$ cat src/rtl/uart_stim_pkg.sv
// Shared types and frame constants for the bench-side UART stimulus transmitter.
package uart_stim_pkg;

    typedef enum logic [2:0] {
        ST_IDLE,
        ST_START,
        ST_DATA,
        ST_PARITY,
        ST_STOP
    } state_t;

    localparam int   DATA_BITS   = 8;
    localparam logic STOP_LEVEL  = 1'b1;
    localparam logic START_LEVEL = 1'b0;

    // Clocks per bit, rounded to nearest.
    function automatic int calc_div(input int clk_hz, input int baud);
        return (clk_hz + baud / 2) / baud;
    endfunction

endpackage

$ cat src/rtl/uart_stim_tx_if.sv
// Write/status bundle of uart_stim_tx; master is the stimulus source, slave is the transmitter.
interface uart_stim_tx_if #(
    parameter int FIFO_DEPTH = 16
);
    localparam int LW = $clog2(FIFO_DEPTH) + 1;

    logic          WR_EN;
    logic [7:0]    WR_DATA;
    logic          FULL;
    logic          EMPTY;
    logic [LW-1:0] LEVEL;
    logic          BUSY;
    logic          OVERRUN;
    logic          UART_TXD;

    modport master (
        output WR_EN, WR_DATA,
        input  FULL, EMPTY, LEVEL, BUSY, OVERRUN, UART_TXD
    );

    modport slave (
        input  WR_EN, WR_DATA,
        output FULL, EMPTY, LEVEL, BUSY, OVERRUN, UART_TXD
    );

endinterface

$ cat src/rtl/uart_stim_fifo.sv
// Single-clock byte FIFO with occupancy and sticky overrun flag; async active-high reset XRES.
module uart_stim_fifo #(
    parameter int DEPTH = 16
) (
    input  logic                     XCLK,
    input  logic                     XRES,
    input  logic                     push,
    input  logic [7:0]               push_data,
    input  logic                     pop,
    output logic [7:0]               head,
    output logic                     full,
    output logic                     empty,
    output logic [$clog2(DEPTH):0]   level,
    output logic                     overrun
);
    localparam int AW = $clog2(DEPTH);
    localparam int LW = AW + 1;

    logic [7:0]  mem [DEPTH];
    logic [AW:0] wr_ptr;
    logic [AW:0] rd_ptr;
    logic        do_push;
    logic        do_pop;

    // The extra pointer MSB distinguishes full from empty when the index bits match.
    assign level   = wr_ptr - rd_ptr;
    assign full    = (level == LW'(DEPTH));
    assign empty   = (level == '0);
    assign head    = mem[rd_ptr[AW-1:0]];
    assign do_push = push && !full;
    assign do_pop  = pop && !empty;

    always_ff @(posedge XCLK) begin
        if (do_push) begin
            mem[wr_ptr[AW-1:0]] <= push_data;
        end
    end

    always_ff @(posedge XCLK or posedge XRES) begin
        if (XRES) begin
            wr_ptr  <= '0;
            rd_ptr  <= '0;
            overrun <= 1'b0;
        end else begin
            if (do_push) begin
                wr_ptr <= wr_ptr + LW'(1);
            end
            if (do_pop) begin
                rd_ptr <= rd_ptr + LW'(1);
            end
            if (push && full) begin
                overrun <= 1'b1;
            end
        end
    end

endmodule

$ cat src/rtl/uart_stim_tx.sv
// Bench-side UART transmitter: byte FIFO feeding an 8N1 serialiser, LSB first.
// Define UART_STIM_PARITY_EN to insert an even-parity bit (8E1).
`ifndef BOARD_CK
`define BOARD_CK 100000000
`endif

module uart_stim_tx
    import uart_stim_pkg::*;
#(
    parameter int CLK_HZ     = `BOARD_CK,
    parameter int BAUD       = 115200,
    parameter int FIFO_DEPTH = 16,
    parameter int DIV        = calc_div(CLK_HZ, BAUD)
) (
    input  logic          XCLK,
    input  logic          XRES,
    uart_stim_tx_if.slave bus
);
    localparam int CW = (DIV > 1) ? $clog2(DIV) : 1;
    localparam int IW = $clog2(DATA_BITS);
    localparam logic [CW-1:0] RELOAD   = CW'(DIV - 1);
    localparam logic [IW-1:0] IDX_LAST = IW'(DATA_BITS - 1);

    state_t                 state;
    logic [CW-1:0]          baud_cnt;
    logic [IW-1:0]          bit_idx;
    logic [DATA_BITS-1:0]   shift;
    logic                   txd;
    logic                   pop;
    logic                   fifo_empty;
    logic [7:0]             head;
`ifdef UART_STIM_PARITY_EN
    logic                   parity;
`endif

    uart_stim_fifo #(
        .DEPTH (FIFO_DEPTH)
    ) u_fifo (
        .XCLK      (XCLK),
        .XRES      (XRES),
        .push      (bus.WR_EN),
        .push_data (bus.WR_DATA),
        .pop       (pop),
        .head      (head),
        .full      (bus.FULL),
        .empty     (fifo_empty),
        .level     (bus.LEVEL),
        .overrun   (bus.OVERRUN)
    );

    assign pop          = (state == ST_IDLE) && !fifo_empty;
    assign bus.EMPTY    = fifo_empty;
    assign bus.BUSY     = (state != ST_IDLE);
    assign bus.UART_TXD = txd;

    // txd is registered one edge ahead, so each state sees its own bit already on the line.
    always_ff @(posedge XCLK or posedge XRES) begin
        if (XRES) begin
            state    <= ST_IDLE;
            baud_cnt <= '0;
            bit_idx  <= '0;
            shift    <= '0;
            txd      <= STOP_LEVEL;
`ifdef UART_STIM_PARITY_EN
            parity   <= 1'b0;
`endif
        end else begin
            case (state)
                ST_IDLE: begin
                    if (!fifo_empty) begin
                        shift    <= head;
                        baud_cnt <= RELOAD;
                        txd      <= START_LEVEL;
                        state    <= ST_START;
`ifdef UART_STIM_PARITY_EN
                        parity   <= ^head;
`endif
                    end
                end
                ST_START: begin
                    if (baud_cnt == '0) begin
                        baud_cnt <= RELOAD;
                        bit_idx  <= '0;
                        txd      <= shift[0];
                        state    <= ST_DATA;
                    end else begin
                        baud_cnt <= baud_cnt - CW'(1);
                    end
                end
                ST_DATA: begin
                    if (baud_cnt == '0) begin
                        baud_cnt <= RELOAD;
                        if (bit_idx == IDX_LAST) begin
`ifdef UART_STIM_PARITY_EN
                            txd   <= parity;
                            state <= ST_PARITY;
`else
                            txd   <= STOP_LEVEL;
                            state <= ST_STOP;
`endif
                        end else begin
                            bit_idx <= bit_idx + IW'(1);
                            shift   <= shift >> 1;
                            txd     <= shift[1];
                        end
                    end else begin
                        baud_cnt <= baud_cnt - CW'(1);
                    end
                end
`ifdef UART_STIM_PARITY_EN
                ST_PARITY: begin
                    if (baud_cnt == '0) begin
                        baud_cnt <= RELOAD;
                        txd      <= STOP_LEVEL;
                        state    <= ST_STOP;
                    end else begin
                        baud_cnt <= baud_cnt - CW'(1);
                    end
                end
`endif
                ST_STOP: begin
                    if (baud_cnt == '0) begin
                        state <= ST_IDLE;
                    end else begin
                        baud_cnt <= baud_cnt - CW'(1);
                    end
                end
                default: begin
                    state <= ST_IDLE;
                    txd   <= STOP_LEVEL;
                end
            endcase
        end
    end

endmodule
$ cat src/flat_wrapper.sv
// flat-port wrapper written by rule: the top's interface ports become plain ports
module uart_stim_tx_flat import uart_stim_pkg::*;
#(
    parameter int CLK_HZ     = `BOARD_CK,
    parameter int BAUD       = 115200,
    parameter int FIFO_DEPTH = 16,
    parameter int DIV        = calc_div(CLK_HZ, BAUD)
)
  (XCLK, XRES, bus_WR_EN, bus_WR_DATA, bus_FULL, bus_EMPTY, bus_LEVEL, bus_BUSY, bus_OVERRUN, bus_UART_TXD);
  uart_stim_tx_if #(.FIFO_DEPTH(FIFO_DEPTH)) bus_i ();
  input  logic XCLK;
  input  logic XRES;
  input wire logic [$bits(bus_i.WR_EN)-1:0] bus_WR_EN;
  input wire logic [$bits(bus_i.WR_DATA)-1:0] bus_WR_DATA;
  output wire logic [$bits(bus_i.FULL)-1:0] bus_FULL;
  output wire logic [$bits(bus_i.EMPTY)-1:0] bus_EMPTY;
  output wire logic [$bits(bus_i.LEVEL)-1:0] bus_LEVEL;
  output wire logic [$bits(bus_i.BUSY)-1:0] bus_BUSY;
  output wire logic [$bits(bus_i.OVERRUN)-1:0] bus_OVERRUN;
  output wire logic [$bits(bus_i.UART_TXD)-1:0] bus_UART_TXD;
  assign bus_i.WR_EN = bus_WR_EN;
  assign bus_i.WR_DATA = bus_WR_DATA;
  assign bus_FULL = bus_i.FULL;
  assign bus_EMPTY = bus_i.EMPTY;
  assign bus_LEVEL = bus_i.LEVEL;
  assign bus_BUSY = bus_i.BUSY;
  assign bus_OVERRUN = bus_i.OVERRUN;
  assign bus_UART_TXD = bus_i.UART_TXD;
  uart_stim_tx #(.CLK_HZ(CLK_HZ), .BAUD(BAUD), .FIFO_DEPTH(FIFO_DEPTH), .DIV(DIV)) u_core (.XCLK(XCLK), .XRES(XRES), .bus(bus_i));
endmodule
$ cat config.mk
export PLATFORM = sky130hd
export DESIGN_NAME = uart_stim_tx_flat
export DESIGN_NICKNAME = d
export VERILOG_FILES = /design/src/rtl/uart_stim_pkg.sv /design/src/rtl/uart_stim_tx_if.sv /design/src/rtl/uart_stim_fifo.sv /design/src/rtl/uart_stim_tx.sv /design/src/flat_wrapper.sv
export SDC_FILE = /design/constraint.sdc
export NUM_CORES = 1
export LEC_CHECK = 0
export CELL_PAD_IN_SITES_DETAIL_PLACEMENT = 0
export CELL_PAD_IN_SITES_GLOBAL_PLACEMENT = 1
export CORE_MARGIN = 2
export CORE_UTILIZATION = 45
export CTS_BUF_LIST = sky130_fd_sc_hd__clkbuf_4
export DETAILED_ROUTE_END_ITERATION = 16
export PLACE_DENSITY_LB_ADDON = 0.1
export SLEW_MARGIN = 20
export SYNTH_ARGS = -nofsm -noshare
export SYNTH_HDL_FRONTEND = slang
export SYNTH_SLANG_ARGS = --single-unit
export TNS_END_PERCENT = 100
$ cat constraint.sdc
create_clock -name XCLK -period 6.1 [get_ports XCLK]
set_input_delay 0.915 -clock XCLK [delete_from_list [all_inputs] [get_ports XCLK]]
set_output_delay 0.915 -clock XCLK [all_outputs]
set_load 0.01 [all_outputs]
; Word-level counts from Yosys, hierarchy flattened
; Memory sizes are Yosys's and may differ from the RTL's.
; Index checks and enable logic that the tools add are counted.
[op_classes]
n_addsub = 5
multipliers = 0
n_div = 0
magnitude_cmp = 0
eq_ne = 12
n_shift = 0
mux = 24
n_bitwise = 1
reduce_logical = 19
[op_table]
columns = cell, count
row1 = 2-to-1 mux 10 bit, 3
row2 = one-hot mux 10 bit (3 select lines), 1
row3 = 2-to-1 mux 8 bit, 3
row4 = 2-to-1 mux 3 bit, 7
row5 = one-hot mux 8 bit (2 select lines), 1
row6 = one-hot mux 3 bit (4 select lines), 1
row7 = AND reduction 4 bit, 3
row8 = "adder 5 x 1 -> 5 bit, second input constant", 2
row9 = logical NOT 10 bit, 1
row10 = "subtractor 10 x 1 -> 10 bit, second input constant", 1
row11 = "inequality test 2 x 1 -> 1 bit, second input constant", 4
row12 = "equality test 3 bit, second input constant", 2
row13 = 2-to-1 mux 1 bit, 6
row14 = "inequality test 2 bit, second input constant", 3
row15 = one-hot mux 3 bit (2 select lines), 1
row16 = nonzero test 3 bit, 2
row17 = "equality test 5 bit, second input constant", 1
row18 = logical NOT 5 bit, 1
row19 = AND reduction 5 bit, 1
row20 = subtractor 5 bit, 1
row21 = logical AND 1 bit, 4
row22 = one-hot mux 1 bit (4 select lines), 1
row23 = nonzero test 2 bit, 2
row24 = "adder 3 x 1 -> 3 bit, second input constant", 1
row25 = 7 further kinds, 8
[totals]
ff_bits = 36
latchBits = 0
ramBits = 128
romBits = 0
input_bits = 11
output_inout_bits = 10
elab_cells = 70
mem_count = 1
[mem_list]
columns = memory, words, width, rd, rd_ports_with_merged_regs, wr, line
row1 = u_core.u_fifo.mem, 16, 8, 1, 0, 1, uart_stim_fifo.sv:19  ; logic [7:0] mem [DEPTH];

; Depth between registers and ports, before layout
; Gate-level depths: netlist (run 1).
[depth]
depth_word = 6
mapped_depth = 11

; Cells and area by module
; A second synthesis (run 1) with hierarchy kept.
[hier_totals]
hier_cells = 481
area_unflattened_um2 = 7312.0
[modules_own_cells]
columns = mod, n_inst, cells_each, area_per_inst_um2, seq_area_each_um2
row1 = uart_stim_fifo, 1, 310, 5716.7, 4119.0
row2 = uart_stim_tx, 1, 171, 1595.3, 626.9

; Worst setup path after synthesis (run 1)
; OpenSTA, ideal clock, no wires.
[synth_timing]
kind = register to register
start = reg u_core.u_fifo.rd_ptr[1]
end = mem u_core.u_fifo.mem[3][0], enable pin
t_arrival_ns = 2.988
slack_ns = 2.714
path_stages_with_launch = 10
n_path_buf = 2
cell_sequence = dfrtp_1 > clkbuf_1 > buf_1 > inv_1 > ha_1 > nand3b_1 > nor4b_1 > nor2_1 > o21ai_0 > nor4b_1
[synth_via]
elab_chain_len = 6
[synth_lines]
columns = element, line
row1 = start: declaration, uart_stim_fifo.sv:21  ; logic [AW:0] rd_ptr;
row2 = start signal: assignment, uart_stim_fifo.sv:49  ; rd_ptr <= rd_ptr + LW'(1);
row3 = subtractor 5 bit, uart_stim_fifo.sv:26  ; assign level = wr_ptr - rd_ptr;
row4 = equality test 5 bit, uart_stim_fifo.sv:27  ; assign full = (level == LW'(DEPTH));
row5 = logical NOT 1 bit, uart_stim_fifo.sv:30  ; assign do_push = push && !full;
row6 = logical AND 1 bit, uart_stim_fifo.sv:30
row7 = 2-to-1 mux 1 bit, uart_stim_fifo.sv:34  ; if (do_push) begin
row8 = 2-to-1 mux 1 bit (implied by the code), uart_stim_fifo.sv:35  ; mem[wr_ptr[AW-1:0]] <= push_data;
row9 = end: declaration, uart_stim_fifo.sv:19
; Every way passes these cells.

; Worst setup path in the final report (run 1)
[layout_timing]
start = reg u_core.u_fifo.wr_ptr[2]
end = out bus_FULL
[layout_via]
elab_chain_len = 2
[layout_lines]
columns = element, line
row1 = start: declaration, uart_stim_fifo.sv:20  ; logic [AW:0] wr_ptr;
row2 = start signal: assignment, uart_stim_fifo.sv:46  ; wr_ptr <= wr_ptr + LW'(1);
row3 = subtractor 5 bit, uart_stim_fifo.sv:26
row4 = equality test 5 bit, uart_stim_fifo.sv:27
row5 = end: declaration, flat_wrapper.sv:15  ; output wire logic [$bits(bus_i.FULL)-1:0] bus_FULL;
; Every way passes these cells.

==> summary.txt, run 1 <==
Initial Util: 46.48%
WL/cell: 22.59 um
Post-route ant nets: 0
FP Rows: 46
Largest net degree at the start of global routing: 50
Lkg Pwr: 2.947 nW
Yosys warning count: 0
Cell Chain, Critical Path: ha_1 > xnor2_1 > a211oi_1 > nor2_1 > nor2_1 > clkdlybuf4s50_1
CTS Sinks: 164
Final-stage net count: 527
Fin. max-slew vios: 0
Mapped Cells: 485
Die Wd: 132.6 um
Crit-path most repeated cell: nor2_1
Antenna violations before repair: 1
Fin crit share: 73.61%
Main synth FF type: edfxtp_1
Detail Placement HPWL: 11,260 um
Crit. End Element: output port
Via count: 4,278
Worst Max-Slew Pin Slew: 0.9706 ns
VDD IR max: 0.0003754 V
Hold depth: 1
Cts bufs inserted: 17
Global route hottest layer: met2
DP Area: 7831 um2
Clk pin slew, worst setup/hold paths: 0.13 ns
Ranking of synthesized cells by area: edfxtp_1 52%, dfrtp_1 12%, mux4_2 5.8%
Crit Path Class: reg2out
Arr. time, crit path: 3.58 ns
Seq/Total Area, Yosys: 63.81%
Area Growth Syn to Fin: 9.842%
Yosys reg bits: 164
Die H: 132.6 um
Hold_sp: u_core.u_fifo.overrun$_DFFE_PP0P_
Origin of the critical flop-to-flop path: u_core.u_fifo.wr_ptr[2]$_DFFE_PP0P_
Buffers added on ports: 20
CP required: 5.18 ns
Post-Route WL: 16,530 um
GRT Resource Usage Total: 19.58%
Grt ovf: 0
Cell variety after synth: 65
Synth area leader: edfxtp_1
RSZ-0062 raised after global routing: false
Min-Delay Endpoint: u_core.u_fifo.overrun$_DFFE_PP0P_
R2r setup slk: 1.98 ns
RePlAce Congestion: 0.8365
Synthesized Nets: 510
# IOs: 21
Slowest stage delay, CP: 0.85 ns
Max cap viols: 0
Critical Path Start Type: flip-flop
Grt met3 use: 3.985%
# setup viols final: 0
First-pass GRT wire length: 25,720 um
Via/cell ratio: 5.844
Worst Skew: 0.01410 ns
Hold Violations, Final: 0
Vias in the first global route: 4,286
Layout fillers: 1,385
Root Driver: clkbuf_4
CTS Hold Bufs: 0
Worst Path Buf+Inv: 1
Post-synth ARST share: 21.95%
# DRC: 0
Skew-Pair Late Insertion Delay: 0.53 ns
Slew HR: 35.12%
Met1 Track Usage GR: 28.12%
Drt pass-1 iters: 5
RR Endpoint: u_core.u_fifo.mem[1][7]$_DFFE_PP_
R2R depth: 6
Setup_tns: 0 ns
HP Class: reg2reg
CTS tree: built
Syn_area_per_cell: 15.33 um2
Worst path slowest cell: dfrtp_1
Top-count cell post-synth: edfxtp_1
Status: complete, no violations
Worst Path Max Fanout: 19
Max clock buf depth: 2
Cell area after synthesis: 7437 um2
CP top delay family: flip-flops
Pwr Density: 415.1 nW/um2
DIE AREA: 17,570 um2
Share of the synthesized area in the top cell type: 51.68%
Max frequency: 222.7 MHz
Most frequent cells after synthesis: 128 x edfxtp_1, 37 x mux2i_1, 35 x dfrtp_1
Core Area: 16,000 um2
Tmin final: 4.490 ns
Htree depth: 4
Layout cells sized above 1: 16.50%
Setup bufs post-CTS: 0
Initial DRC count: 370
Post-CTS sizing: 0
Design Area, Final: 8169 um2
Number of flops mapped to enable cells by yosys: 128
GR Util met2: 31.15%
-- per-stage QoR --
stage               hold WS, ns  power [W]  worst slack [ns]  util, %  cells
finish                   0.4829   0.003391             1.610    51.06    732
global route             0.5131   0.003578             1.329    51.06    732
CTS                      0.4856   0.003418             1.617    51.02    731
detailed placement       0.4546   0.002704             2.057    48.94    699
global placement         0.4363   0.002679             2.245    48.94    699
floorplan                0.4607   0.002313             2.714        -    485
-- cells by family after synthesis --
| kind of cell | Yosys count | synth area share [%] |
|---|---|---|
| AO/OA/AOI/OAI | 87 | 8.479 |
| XOR/XNOR | 13 | 1.632 |
| adder cells (fa/ha/maj) | 14 | 2.456 |
| buffers and inverters | 47 | 2.843 |
| flip-flops | 164 | 63.81 |
| multiplexers | 68 | 12.90 |
| AND/OR/NAND/NOR | 92 | 7.874 |
-- power by group --
| group | switching (W) | total [W] | internal, W |
|---|---|---|---|
| Combinational | 0.000632 | 0.00114 | 0.000507 |
| Sequential | 0.000155 | 0.00153 | 0.00138 |
| Clock | 0.000388 | 0.000718 | 0.000330 |
| Total | 0.00117 | 0.00339 | 0.00222 |
-- layout by cell type (no fill, tap or decap), drive strengths merged, types with 10 or more instances in the layout --
| master | instances |
|---|---|
| nand2 | 10 |
| ha | 13 |
| clkbuf | 17 |
| clkdlybuf4s50 | 20 |
| mux2i | 37 |
| mux2 | 12 |
| dfrtp | 35 |
| mux4 | 19 |
| o21ai | 12 |
| edfxtp | 128 |
| nand3 | 10 |
| a22oi | 12 |
| inv | 23 |
| nor2 | 21 |
-- sequential cells by signal, indices dropped and copies added (netlist names) --
name / count
u_core.u_fifo.mem: 128
u_core.shift: 8
u_core.u_fifo.wr_ptr: 5
u_core.u_fifo.rd_ptr: 5
u_core.state: 3
u_core.baud_cnt: 10
u_core.u_fifo.overrun: 1
u_core.bit_idx: 3
u_core.bus.UART_TXD: 1
-- how the worst max path moves through the flow --
stage	startpoint	to	slack (ns)	cells past startpoint
after floorplan	u_core.u_fifo.rd_ptr[1]$_DFFE_PP0P_	u_core.u_fifo.mem[3][0]$_DFFE_PP_	2.71	9
after global placement	u_core.u_fifo.wr_ptr[0]$_DFFE_PP0P_	u_core.u_fifo.mem[4][6]$_DFFE_PP_	2.25	9
after detailed placement	u_core.u_fifo.wr_ptr[2]$_DFFE_PP0P_	u_core.u_fifo.mem[0][3]$_DFFE_PP_	2.06	6
after CTS	u_core.u_fifo.wr_ptr[2]$_DFFE_PP0P_	bus_FULL	1.62	6
after global routing	u_core.u_fifo.wr_ptr[2]$_DFFE_PP0P_	bus_FULL	1.33	6
final	u_core.u_fifo.wr_ptr[2]$_DFFE_PP0P_	bus_FULL	1.61	6
-- per-layer routing --
layer  wire length (um)  share of wire, %
met2               8073                49
met5                  0                 0
met3                649               3.9
met1               7674                46
met4                136              0.82
-- layout make-up --
| cell class | instances | area [um2] | share of cell area, % |
|---|---|---|---|
| inverters | 21 | 78.83 | 0.9649 |
| clock buffers | 17 | 127.6 | 1.562 |
| repair buffers | 24 | 230.2 | 2.818 |
| clock inverters | 15 | 203.9 | 2.497 |
| multi-input cells | 274 | 2509 | 30.71 |
| well taps | 216 | 270.3 | 3.308 |
| flip-flops and latches | 164 | 4747 | 58.11 |
| diodes | 1 | 2.502 | 0.03063 |
Power figures use the tool's default switching activity.
==> run 2: changes to the inputs <==
clock period = 4.2 ns   (was 6.1 ns; I/O delays follow)
==> run 2 against run 1 <==
Against the previous run: critical path depth is 2 higher; highest routed layer unchanged; register-to-register slack got worse by 1.2 ns; sequential cell count stayed put; largest power group unchanged; wire length is 4.3% lower; first-iteration DRC count rose by 14%; clock skew rose by 0.017 ns; clock power increased by 26%.
==> summary.txt, run 2 (synthesis gave the netlist of run 1 again) <==
Status: complete, no violations
Via/cell ratio: 5.847 (about the same)
Clk pin slew, worst setup/hold paths: 0.15 ns (+0.02 ns)
Root Driver: clkbuf_4
Antenna violations before repair: 1 (unchanged)
Crit Path Class: reg2out
Core Area: 16,000 um2 (unchanged)
Final-stage net count: 533 (+1.1%)
Worst Path Max Fanout: 14 (-5)
Via count: 4,315 (+0.86%)
Layout cells sized above 1: 18.23% (+1.7 points)
Post-Route WL: 15,820 um (-4.3%)
Flip-flop count of the largest register after layout: 128 (unchanged)
CTS Hold Bufs: 0 (unchanged)
Hold Violations, Final: 0 (unchanged)
Die H: 132.6 um (unchanged)
Initial DRC count: 420 (+14%)
GRT Resource Usage Total: 18.98% (-0.60 points)
Initial Util: 46.48% (unchanged)
Worst Max-Slew Pin Slew: 0.9056 ns (-0.06502 ns)
Setup_tns: 0 ns (unchanged)
CTS tree: built
WL/cell: 21.43 um (-5.1%)
HP Class: in2async
RSZ-0062 raised after global routing: false
Worst Skew: 0.03080 ns (+0.01671 ns)
CP required: 3.57 ns (-1.61 ns)
Max cap viols: 0 (unchanged)
Pwr Density: 582.6 nW/um2 (+40%)
Most frequent cells in the layout: 128 x edfxtp_1, 37 x mux2i_1, 32 x dfrtp_1, 20 x nor2_1, 20 x clkdlybuf4s50_1
Critical Path Start Type: flip-flop
Skew-Pair Late Insertion Delay: 0.56 ns (+0.03 ns)
Arr. time, crit path: 3.34 ns (-0.24 ns)
VDD IR max: 0.0007000 V (+86%)
Slowest stage delay, CP: 0.52 ns (-0.33 ns)
Fin util: 51.13% (+0.070 points)
Drt pass-1 iters: 5 (unchanged)
Buffers added on ports: 20 (unchanged)
Fin. max-slew vios: 0 (unchanged)
Cell Chain, Critical Path: inv_1 > ha_1 > fa_1 > xnor2_1 > a211oi_1 > nor2_2 > nor2_1 > clkdlybuf4s50_1
Crit. End Element: output port
Lkg Pwr: 2.950 nW (about the same)
RePlAce Congestion: 0.7966 (-4.8%)
Detail Placement HPWL: 10,560 um (-6.1%)
Worst path slowest cell: clkdlybuf4s50_1
Max frequency: 251.7 MHz
Vias in the first global route: 4,096 (-4.4%)
Max clock buf depth: 2 (unchanged)
Die Wd: 132.6 um (unchanged)
CTS Sinks: 164 (unchanged)
DIE AREA: 17,570 um2 (unchanged)
Largest net degree at the start of global routing: 50 (unchanged)
Fin crit share: 94.58%
Commonest non-fill, non-tap cell in the layout: edfxtp_1
First-pass GRT wire length: 24,720 um (-3.9%)
Slew HR: 39.63% (+4.5 points)
Post-route ant nets: 0 (unchanged)
Area Growth Syn to Fin: 9.993%
FP Rows: 46 (unchanged)
# DRC: 0 (unchanged)
Cts bufs inserted: 17 (unchanged)
Htree depth: 4 (unchanged)
Grt ovf: 0 (unchanged)
# setup viols final: 0 (unchanged)
# IOs: 21 (unchanged)
Tmin final: 3.973 ns
## run 2: worst max-delay path: cells and delay by family, from the launching register on
kind,cells,cell delay [ns]
flops,1,0.42
buf+inv,2,0.63
simple gates,2,0.64
compound gates,1,0.12
fa+ha+maj,2,0.64
xor+xnor,1,0.34
## run 2: worst paths after layout
kind | start | end | slack [ns] | cells past startpoint
worst max-delay path | u_core.u_fifo.wr_ptr[0]$_DFFE_PP0P_ | bus_FULL | 0.23 | 8
worst min-delay path | XRES | u_core.u_fifo.overrun$_DFFE_PP0P_ | 0.44 | 2
worst max register to register | u_core.u_fifo.wr_ptr[0]$_DFFE_PP0P_ | u_core.u_fifo.mem[3][0]$_DFFE_PP_ | 0.80 | 9
worst min register to register | u_core.u_fifo.overrun$_DFFE_PP0P_ | u_core.u_fifo.overrun$_DFFE_PP0P_ | 0.49 | 1
max in group asynchronous | XRES | u_core.shift[3]$_DFFE_PP0P_ | 3.14 | 3
min in group XCLK | u_core.u_fifo.overrun$_DFFE_PP0P_ | u_core.u_fifo.overrun$_DFFE_PP0P_ | 0.49 | 1
## run 2: layout make-up
type                            count  area, um2
Timing Repair Buffer               30      279.0
Clock inverter                     14      140.1
Antenna cell                        1      2.502
Fill cell                        1399       7820
Clock buffer                       18      135.1
Sequential cell                   164       4750
Inverter                           21      78.83
Tap cell                          216      270.3
Multi-Input combinational cell    274       2525
## run 2: power breakdown
group          leakage [nW]  switching (W)  total, W  internal (W)
Combinational          1.22       0.000902   0.00166      0.000754
Sequential             1.59       0.000206   0.00221       0.00200
Clock                 0.142       0.000586  0.000902      0.000317
Total                  2.95        0.00169   0.00477       0.00307
## run 2: through the flow
stage / hold WS (ns) / worst slack [ns] / std cells / instance area, um2 / power (W)
after floorplan: 0.4607 / 0.8138 / 485 / 7437 / 0.003359
after global placement: 0.4380 / 0.7371 / 705 / 7876 / 0.003867
after detailed placement: 0.4479 / 0.5319 / 705 / 7876 / 0.003895
after CTS: 0.4254 / 0.08404 / 737 / 8154 / 0.004799
after global routing: 0.4598 / 0.01357 / 738 / 8180 / 0.005049
final: 0.4409 / 0.2275 / 738 / 8180 / 0.004766
## run 2: repair_timing
| item | in CTS | in global routing |
|---|---|---|
| resized for setup | 1 | 5 |
| setup endpoints to repair | 1 | 2 |
| pin swaps | 0 | 0 |
| hold endpoints to repair | 0 | 0 |
| buffers inserted | 0 | 0 |
## run 2: routing by layer
layer  vias to the layer above  track usage [%]  wire (um)
met4                         0            6.153        185
met5                         -                0          0
li1                       1982                -          -
met2                        75            29.07       7599
met3                        16            3.448        538
met1                      2242            27.66       7493
==> run 3: changes to the inputs <==
CORE_MARGIN = default   (was 2)
==> run 3 against run 2 <==
Against the previous run: combinational power about the same; setup slack improved by 0.033 ns; sequential share of layout area decreased by 0.23 points; critical endpoint unchanged; largest cell class unchanged.
==> summary.txt, run 3 (synthesis gave the netlist of run 1 again) <==
Status: complete, no violations
Critical Path Start: u_core.u_fifo.wr_ptr[2]$_DFFE_PP0P_
Worst Setup EP: bus_FULL
Worst Skew: 0.01705 ns (-0.01375 ns)
Max cap viols: 0 (unchanged)
Origin of the critical flop-to-flop path: u_core.u_fifo.wr_ptr[0]$_DFFE_PP0P_
Slew HR: 37.79% (-1.8 points)
Worst Path Buf+Inv: 2 (unchanged)
Antenna violations before repair: 0 (-1)
Worst Max-Slew Pin Slew: 0.9331 ns (+0.02755 ns)
CP top delay family: flip-flops
Fin util: 51.31% (+0.18 points)
Flip-flop count of the largest register after layout: 128 (unchanged)
Detail Placement HPWL: 10,830 um (+2.5%)
Slowest stage delay, CP: 0.80 ns (+0.28 ns)
Cts bufs inserted: 17 (unchanged)
Initial DRC count: 347 (-17%)
Skew-Pair Late Insertion Delay: 0.58 ns (+0.02 ns)
CP required: 3.57 ns (about the same)
HP Class: in2async
Max clock buf depth: 2 (unchanged)
Max frequency: 253.9 MHz (+0.84%)
Via count: 4,277 (-0.88%)
Levels on crit path: 7 (-1)
Post-route ant nets: 0 (unchanged)
DP Area: 7884 um2 (about the same)
PnR Total Power: 0.004862 W (+2.0%)
Design Area, Final: 8209 um2 (+0.35%)
Crit. End Element: output port
Worst path slowest cell: dfrtp_1
GRT Resource Usage Total: 20.64% (+1.7 points)
Area Growth Syn to Fin: 10.38%
Hold Violations, Final: 0 (unchanged)
Largest net degree at the start of global routing: 50 (unchanged)
Fin crit share: 93.79% (-0.79 points)
First-pass GRT wire length: 24,920 um (+0.81%)
# IOs: 21 (unchanged)
Most frequent cells in the layout: 128 x edfxtp_1, 37 x mux2i_1, 34 x dfrtp_1, 21 x nor2_1, 20 x clkdlybuf4s50_1
Placed insts: 706 (+0.14%)
Clk pin slew, worst setup/hold paths: 0.16 ns (about the same)
Critical Path Start Type: flip-flop
Crit-path most repeated cell: nor2_1
CTS Sinks: 164 (unchanged)
Root Driver: clkbuf_4
Crit Path Class: reg2out
Vias in the first global route: 4,253 (+3.8%)
RR Endpoint: u_core.u_fifo.mem[6][3]$_DFFE_PP_
Die H: 130.6 um (-1.5%)
Via/cell ratio: 5.795 (-0.88%)
N_diodes: 0 (-1)
FP Rows: 46 (unchanged)
Fin. max-slew vios: 0 (unchanged)
Core Area: 16,000 um2 (unchanged)
RSZ-0062 raised after global routing: false
Tmin final: 3.939 ns (-0.03323 ns)
Initial Util: 46.48% (unchanged)
DIE AREA: 17,040 um2 (-3.0%)
VDD IR max: 0.0004146 V (-41%)
Htree depth: 4 (unchanged)
Final-stage net count: 534 (+0.19%)
Buffers added on ports: 20 (unchanged)
Drt pass-1 iters: 5 (unchanged)
Arr. time, crit path: 3.31 ns (-0.03 ns)
Setup_tns: 0 ns (unchanged)
Cell Chain, Critical Path: ha_1 > xnor2_1 > nor4b_1 > nor2_1 > buf_4 > nor2_1 > clkdlybuf4s50_1
RePlAce Congestion: 0.8019 (+0.67%)
CTS tree: built
Worst Path Max Fanout: 19 (+5)
Pwr Density: 592.3 nW/um2 (+1.7%)
R2r setup slk: 0.91 ns (+0.11 ns)
Layout cells sized above 1: 17.62% (-0.61 points)
Post-Route WL: 16,050 um (+1.5%)
Final std cells w/o fill: 738 (unchanged)
WL/cell: 21.75 um (+1.5%)
# setup viols final: 0 (unchanged)
# DRC: 0 (unchanged)
Grt ovf: 0 (unchanged)
R2R depth: 10 (+1)
CTS Hold Bufs: 0 (unchanged)
Die Wd: 130.6 um (-1.5%)
Commonest non-fill, non-tap cell in the layout: edfxtp_1
Lkg Pwr: 2.978 nW (+0.96%)
## run 3: changes by cell type in the layout (fill, tap and decap cells not counted), sizes merged
cell / previous run / this run
buf: 10 / 11
clkinv: 5 / 7
diode: 1 / 0
clkbuf: 18 / 17
inv: 26 / 27
clkinvlp: 3 / 1
## run 3: per-layer routing
layer  track usage, %  wire length, um
met3            4.764              620
met4            5.544              186
met5                0                0
met1            29.38             7711
met2            31.96             7534
## run 3: worst min-delay path by stage
| stage | endpoint | depth (start not counted) | from | slack (ns) |
|---|---|---|---|---|
| after global routing | u_core.u_fifo.overrun$_DFFE_PP0P_ | 1 | u_core.u_fifo.overrun$_DFFE_PP0P_ | 0.50 |
| final | u_core.shift[7]$_DFFE_PP0P_ | 2 | XRES | 0.46 |
| after CTS | u_core.shift[7]$_DFFE_PP0P_ | 2 | XRES | 0.45 |
| after detailed placement | u_core.u_fifo.overrun$_DFFE_PP0P_ | 1 | u_core.u_fifo.overrun$_DFFE_PP0P_ | 0.45 |
| after floorplan | u_core.u_fifo.rd_ptr[4]$_DFFE_PP0P_ | 1 | u_core.u_fifo.rd_ptr[4]$_DFFE_PP0P_ | 0.46 |
| after global placement | u_core.u_fifo.overrun$_DFFE_PP0P_ | 1 | u_core.u_fifo.overrun$_DFFE_PP0P_ | 0.44 |
## run 3: final cells by class
class | count | area [um2]
Clock buffer | 17 | 127.6
Multi-Input combinational cell | 274 | 2516
Clock inverter | 15 | 186.4
Tap cell | 216 | 270.3
Inverter | 21 | 78.83
Timing Repair Buffer | 31 | 282.8
Fill cell | 1437 | 7791
Sequential cell | 164 | 4747
## run 3: timing repair
action | in CTS | in global routing
setup buffers | 0 | 0
gates resized for setup | 0 | 1
endpoints found under the setup margin | 0 | 1
## run 3: report_power, final
group / internal [W] / switching [W]
Sequential: 0.00200 / 0.000217
Combinational: 0.000759 / 0.000903
Clock: 0.000335 / 0.000648
## run 3: metrics by stage
step                hold slack, ns  worst slack (ns)
floorplan                   0.4607            0.8138
global placement            0.4398            0.8616
detailed placement          0.4475            0.7914
CTS                         0.4533            0.1307
global route                0.5037          0.003337
finish                      0.4599            0.2607
